## config.mk

```make
export PLATFORM = sky130hd
export DESIGN_NAME = sram_mem_controller
export DESIGN_NICKNAME = d
export VERILOG_FILES = /design/src/rtl/mem_ctrl_pkg.sv /design/src/rtl/sram_read_buffer.sv /design/src/rtl/sram_mem_controller.sv
export SDC_FILE = /design/constraint.sdc
export NUM_CORES = 1
export LEC_CHECK = 0
export ABC_AREA = 1
export CAP_MARGIN = 10
export CORE_ASPECT_RATIO = 0.8
export CORE_MARGIN = 2
export CORE_UTILIZATION = 25
export CTS_CLUSTER_DIAMETER = 120
export DETAILED_ROUTE_END_ITERATION = 6
export PLACE_DENSITY = 0.63
export SETUP_SLACK_MARGIN = 0.3
export SYNTH_ARGS = -nofsm -noshare
export SYNTH_HDL_FRONTEND = slang
export SYNTH_SLANG_ARGS = --single-unit
export TNS_END_PERCENT = 20
```

## constraint.sdc

```tcl
create_clock -name clk -period 1.65 [get_ports clk]
set_input_delay 0.495 -clock clk [delete_from_list [all_inputs] [get_ports clk]]
set_output_delay 0.495 -clock clk [all_outputs]
set_load 0.02 [all_outputs]
```

## src/rtl/mem_ctrl_pkg.sv

```systemverilog
// Shared types and defaults for the SRAM memory controller.
package mem_ctrl_pkg;

  typedef enum logic [1:0] {
    IDLE,
    LOW,
    HIGH,
    DONE
  } state_t;

  localparam int SRAM_WAIT_DEF = 2;
  localparam int BASE_ADDR_DEF = 1024;

  localparam logic HALF_LO = 1'b0;
  localparam logic HALF_HI = 1'b1;

endpackage

```

## src/rtl/sram_read_buffer.sv

```systemverilog
// One-entry load buffer {valid, word, data}; used only with SRAM_READ_BUFFER_EN.
module sram_read_buffer
  import mem_ctrl_pkg::*;
#(
  parameter int WW = 17
) (
  input  logic          clk,
  input  logic          rst,
  input  logic [WW-1:0] lookup_word,
  input  logic          inv,
  input  logic          fill,
  input  logic [WW-1:0] fill_word,
  input  logic [31:0]   fill_data,
  output logic          hit,
  output logic [31:0]   hit_data
);

  logic          valid_q, valid_d;
  logic [WW-1:0] word_q, word_d;
  logic [31:0]   data_q, data_d;
  logic          match;

  assign match    = valid_q && (word_q == lookup_word);
  assign hit      = match;
  assign hit_data = data_q;

  always_comb begin
    valid_d = valid_q;
    word_d  = word_q;
    data_d  = data_q;
    if (fill) begin
      valid_d = 1'b1;
      word_d  = fill_word;
      data_d  = fill_data;
    end else if (inv && match) begin
      valid_d = 1'b0;
    end
  end

  always_ff @(posedge clk) begin
    if (!rst) begin
      valid_q <= 1'b0;
      word_q  <= '0;
      data_q  <= '0;
    end else begin
      valid_q <= valid_d;
      word_q  <= word_d;
      data_q  <= data_d;
    end
  end

endmodule

```

## src/rtl/sram_mem_controller.sv

```systemverilog
// MEM-stage responder: one 32-bit access as two 16-bit SRAM accesses.
// Optional one-entry load buffer under macro SRAM_READ_BUFFER_EN.
module sram_mem_controller
  import mem_ctrl_pkg::*;
#(
  parameter int SRAM_WAIT = SRAM_WAIT_DEF,
  parameter int BASE_ADDR = BASE_ADDR_DEF,
  parameter int ADDR_W    = 18
) (
  input  logic              clk,
  input  logic              rst,
  input  logic              MEM_R_EN,
  input  logic              MEM_W_EN,
  input  logic [31:0]       ALU_result,
  input  logic [31:0]       ST_val,
  output logic              ready,
  output logic [31:0]       Mem_read_value,
  output logic [ADDR_W-1:0] sram_addr,
  output logic [15:0]       sram_dq_out,
  output logic              sram_dq_oe,
  input  logic [15:0]       sram_dq_in,
  output logic              sram_we_n
);

  localparam int CW = (SRAM_WAIT > 1) ? $clog2(SRAM_WAIT) : 1;
  localparam int WW = ADDR_W - 1;
  localparam logic [CW-1:0] CNT_LAST = CW'(SRAM_WAIT - 1);

  state_t        state_q, state_d;
  logic [CW-1:0] cnt_q, cnt_d;
  logic [WW-1:0] word_q, word_d;
  logic [31:0]   st_q, st_d;
  logic          is_st_q, is_st_d;
  logic [15:0]   lo_q, lo_d;
  logic [31:0]   rd_q, rd_d;

  logic [31:0]   off;
  logic [WW-1:0] req_word;
  logic          req;
  logic          cnt_last;
  logic          hit;
  logic [31:0]   hit_data;
  logic          unused_off;

  assign off        = ALU_result - 32'(BASE_ADDR);
  assign req_word   = off[ADDR_W:2];
  assign unused_off = ^{off[31:ADDR_W+1], off[1:0]};
  assign req        = MEM_R_EN | MEM_W_EN;
  assign cnt_last   = (cnt_q == CNT_LAST);

`ifdef SRAM_READ_BUFFER_EN
  logic        buf_hit;
  logic [31:0] buf_data;

  sram_read_buffer #(
    .WW(WW)
  ) u_buf (
    .clk        (clk),
    .rst        (rst),
    .lookup_word(req_word),
    .inv        ((state_q == IDLE) && MEM_W_EN),
    .fill       ((state_q == DONE) && !is_st_q),
    .fill_word  (word_q),
    .fill_data  (rd_q),
    .hit        (buf_hit),
    .hit_data   (buf_data)
  );

  assign hit      = MEM_R_EN & ~MEM_W_EN & buf_hit;
  assign hit_data = buf_data;
`else
  assign hit      = 1'b0;
  assign hit_data = '0;
`endif

  always_ff @(posedge clk) begin
    if (!rst) begin
      state_q <= IDLE;
      cnt_q   <= '0;
      word_q  <= '0;
      st_q    <= '0;
      is_st_q <= 1'b0;
      lo_q    <= '0;
      rd_q    <= '0;
    end else begin
      state_q <= state_d;
      cnt_q   <= cnt_d;
      word_q  <= word_d;
      st_q    <= st_d;
      is_st_q <= is_st_d;
      lo_q    <= lo_d;
      rd_q    <= rd_d;
    end
  end

  always_comb begin
    state_d = state_q;
    cnt_d   = cnt_q;
    word_d  = word_q;
    st_d    = st_q;
    is_st_d = is_st_q;
    lo_d    = lo_q;
    rd_d    = rd_q;
    unique case (state_q)
      IDLE: begin
        cnt_d = '0;
        if (req) begin
          word_d  = req_word;
          st_d    = ST_val;
          is_st_d = MEM_W_EN;
          state_d = hit ? DONE : LOW;
          if (hit) rd_d = hit_data;
        end
      end
      LOW: begin
        if (cnt_last) begin
          cnt_d   = '0;
          state_d = HIGH;
          if (!is_st_q) lo_d = sram_dq_in;
        end else begin
          cnt_d = cnt_q + CW'(1);
        end
      end
      HIGH: begin
        if (cnt_last) begin
          cnt_d   = '0;
          state_d = DONE;
          // publish both halves at once so the result never tears
          if (!is_st_q) rd_d = {sram_dq_in, lo_q};
        end else begin
          cnt_d = cnt_q + CW'(1);
        end
      end
      DONE: begin
        cnt_d   = '0;
        state_d = IDLE;
      end
      default: state_d = IDLE;
    endcase
  end

  logic busy;
  logic wr;

  always_comb begin
    busy  = (state_q == LOW) || (state_q == HIGH);
    wr    = busy && is_st_q;
    ready = !rst || (state_q == DONE) ||
            ((state_q == IDLE) && !req);
    sram_addr   = '0;
    sram_dq_out = '0;
    if (busy) begin
      sram_addr = {word_q,
                   (state_q == HIGH) ? HALF_HI : HALF_LO};
    end
    if (wr) begin
      sram_dq_out = (state_q == HIGH) ? st_q[31:16] : st_q[15:0];
    end
    sram_we_n      = !wr;
    sram_dq_oe     = wr;
    Mem_read_value = rd_q;
  end

endmodule

```

==> key figures <==
Power
  • Sw frac: between 30% and 40%
  • Peak supply drop: ~1.1 mV
  • Leak pwr: 3.01 nW
  • Psw: between 4 and 5 mW
  • Combinational share of power: roughly 48%
  • Clock share of power: a little over a fifth
  • Internal Power: around 6.5 mW
  • Pwr/cell area: between 1000 and 1500 nW/um2
  • Sequential share of power: a little under a third

Setup path
  • CP Launch Type: register
  • Endpoint of the worst register-to-register path: Mem_read_value[3]$_SDFFE_PN0P_
  • Data arrival, critical path: between 1.5 and 2 ns
  • Top fanout value on the critical path: 6
  • Worst path required time: 1.15 ns
  • Crit end category: output pin
  • Worst reg-to-reg path cell count: 7
  • RR Startpoint: state_q[1]$_SDFFE_PN0P_
  • FF-to-FF setup slack: around 0.090 ns
  • CP Class: reg2out

Layout
  • Multi-input logic area: ~2600 um2
  • Nets: approximately 840
  • Share of cells above drive strength 1: 45.3%
  • Area added between synthesis and finish: 78.6%
  • Area occupied by registers: around 2000 um2
  • Final-layout fill cell count: roughly 1600

GRT
  • Initial antenna violation count: 2
  • First-pass GRT wire length: between 20000 and 25000 um
  • Vias in the first global route: between 4000 and 5000
  • GRT Total Usage: between 10 and 15%
  • Largest net degree at the start of global routing: slightly above 60
  • Gr ovfl total: 0

Logic synthesis
  • Count of different cell masters after synthesis: 20
  • Synthesized area per cell: 7.16 um2
  • Post-synth ARST share: 0%
  • Post-Syn Instances: 588
  • Yosys warns: 0
  • Share of the synthesized area in the top cell type: between 40% and 50%
  • Cell taking the most area after synthesis: dfxtp_1
  • Synth area leaders: dfxtp_1 48%, nor2_1 9.3%, a21oi_1 8.4%
  • Synth top cells by count: 104 x nor2_1, 101 x dfxtp_1, 85 x inv_1
  • Netlist Area Pre-Place: around 4200 um2
  • Register bit total from synthesis: roughly 100
  • EDFF count, synth: 0
  • Main synth FF type: dfxtp_1
  • Most frequent cell after synthesis: nor2_1
  • Post-Syn Nets: roughly 680
  • Sequential share of the synthesized area: roughly half

Clock network
  • H-tree levels: 3
  • TritonCTS clock tree: done
  • Clock slew at reported path FFs: about 0.070 ns
  • CTS root buffer: clkbuf_16
  • CTS Sinks: 101
  • Max Root-Sink Buffers: 2
  • Worst-Skew Late Latency: roughly 0.35 ns
  • Cts hold-fix bufs: 0
  • CTS buffer count: 9

Drt
  • Routed wire per std cell: about 14 um
  • Pre-Repair DR Iteration Count: 4
  • Residual DRC: 0
  • Detailed Route Iter0 Violations: roughly 200
  • Antenna Nets Post-Route: 0
  • Routed WL: between 10000 and 15000 um
  • Routed vias/inst: between 4 and 5
  • Via Count: about 4300

Timing
  • Final Slew Violations: 0
  • Final period utilization: 126%
  • Worst-Margin Slew: between 0.5 and 0.6 ns
  • Setup TNS Final: -14.25 ns
  • RSZ-0062 raised after global routing: yes
  • Skew final: between 0.009 and 0.01 ns
  • Hold Slack: about 0.44 ns
  • Slew margin rel.: between 60 and 70%
  • Minimum clock period: roughly 2.1 ns
  • Final hold viol count: 0
  • Maximum clock rate: 480 MHz
  • Setup violators final: 37
  • Worst setup margin: -0.432 ns

Run status
  • Outcome: finished with violations
  • Failing checks: setup timing

Floorplanning
  • Starting Density: about 26%
  • Die footprint: between 15000 and 20000 um2
  • Die Wd: approximately 150 um
  • Row count: 42
  • I/O Pins: about 150
  • Die Y-Extent: roughly 120 um
  • Placeable Area: 16500 um2

Placement
  • Pre-CTS setup slack: -0.583 ns
  • Port bufs: 137
  • Final GP Congestion: between 0.8 and 0.9
  • DP Wirelength: roughly 8500 um

Min path
  • Worst hold path type: reg2reg
  • Hold path cells: 2
  • Min-delay src: Mem_read_value[28]$_SDFFE_PN0P_
  • Worst Hold End: Mem_read_value[28]$_SDFFE_PN0P_

Job
  • Max Cap Violations: 0
==> layer usage <==
metal	part of all wire (%)	track usage, %
met5	0	0
met4	1.2	4.94
met3	5.8	4.30
met2	46	22.4
met1	47	19.5
==> logic make-up after synthesis <==
family | after synthesis | share of synthesized area (%)
flops | 101 | 48.0
simple gates | 185 | 16.9
xor+xnor | 1 | 0.208
fa+ha+maj | 5 | 1.49
compound gates | 172 | 20.7
buf+inv | 124 | 12.6
==> worst max-delay path by stage <==
stage	endpoint	start
finish	sram_dq_out[8]	state_q[0]$_SDFFE_PN0P_
global route	sram_dq_out[12]	state_q[1]$_SDFFE_PN0P_
CTS	sram_dq_out[10]	state_q[0]$_SDFFE_PN0P_
detailed placement	ready	MEM_R_EN
global placement	ready	MEM_R_EN
floorplan	sram_dq_out[10]	state_q[0]$_SDFFE_PN0P_
==> registers in the layout, summed over array words and instances, names as in the netlist <==
| name | flops |
|---|---|
| Mem_read_value | 32 |
| cnt_last | 1 |
| is_st_q | 1 |
| lo_q | 16 |
| st_q | 32 |
| state_q | 2 |
| word_q | 17 |
==> what timing repair did <==
item | CTS | global route
pin swaps | 41 | 115
endpoints found under the hold margin | 0 | 0
cloned | 3 | 1
gates resized for setup | 540 | 112
setup endpoints to repair | 168 | 159
buffers inserted | 10 | 0
==> worst max-delay path: stages, from the launching register on <==
cell and delay [ns]:
dfxtp_2 0.35, inv_4 0.05, ha_4 0.31, nand2_8 0.10
buf_12 0.17, a21oi_4 0.12, buf_6 0.13
==> cells in the final DEF, fill, tap and decap left out, types with 4 or more instances in the layout <==
cell	synthesis	final
nand2_4	0	9
dfxtp_2	0	26
dlymetal6s2s_1	0	5
dfxtp_1	101	74
a21oi_4	1	13
nand2_2	0	21
inv_2	3	24
clkbuf_16	0	10
a21oi_1	71	42
buf_6	1	50
o21ai_1	30	18
nand3_1	9	6
buf_12	0	6
buf_16	0	4
clkdlybuf4s50_1	0	60
inv_1	85	60
a21oi_2	0	17
nand2_1	71	40
o21ai_4	0	9
o21ai_2	0	23
nor2_4	0	41
o21ai_0	70	50
nor2_2	0	12
buf_4	6	49
nor2_1	104	51
==> power groups by stage <==
stage	combinational [mW]	clock [mW]	sequential (mW)
floorplan	2.17	0	3.39
detailed placement	3.62	0	3.34
global route	5.46	2.41	3.44
CTS	4.84	2.33	3.34
global placement	3.61	0	3.33
finish	5.09	2.25	3.38
==> metrics by stage <==
step / util [%] / cells / power, mW / cell area, um2
floorplan: - / 588 / 5.55 / 4480
global placement: 37.6 / 941 / 6.94 / 6210
detailed placement: 37.6 / 941 / 6.96 / 6210
CTS: 43.5 / 970 / 10.5 / 7170
global route: 45.5 / 973 / 11.3 / 7520
finish: 45.5 / 973 / 10.7 / 7520
==> area by class of cell <==
| class | instances | share of cell area (%) |
|---|---|---|
| multi-input cells | 363 | 34.3 |
| flip-flops and latches | 101 | 27.4 |
| repair buffers | 181 | 25.2 |
| inverters | 89 | 4.96 |
| well taps | 220 | 3.66 |
| clock buffers | 9 | 3.00 |
| clock inverters | 7 | 1.20 |
| repair inverters | 1 | 0.266 |
| diodes | 2 | 0.0666 |
Note: power is estimated with default switching activity, not from simulation.
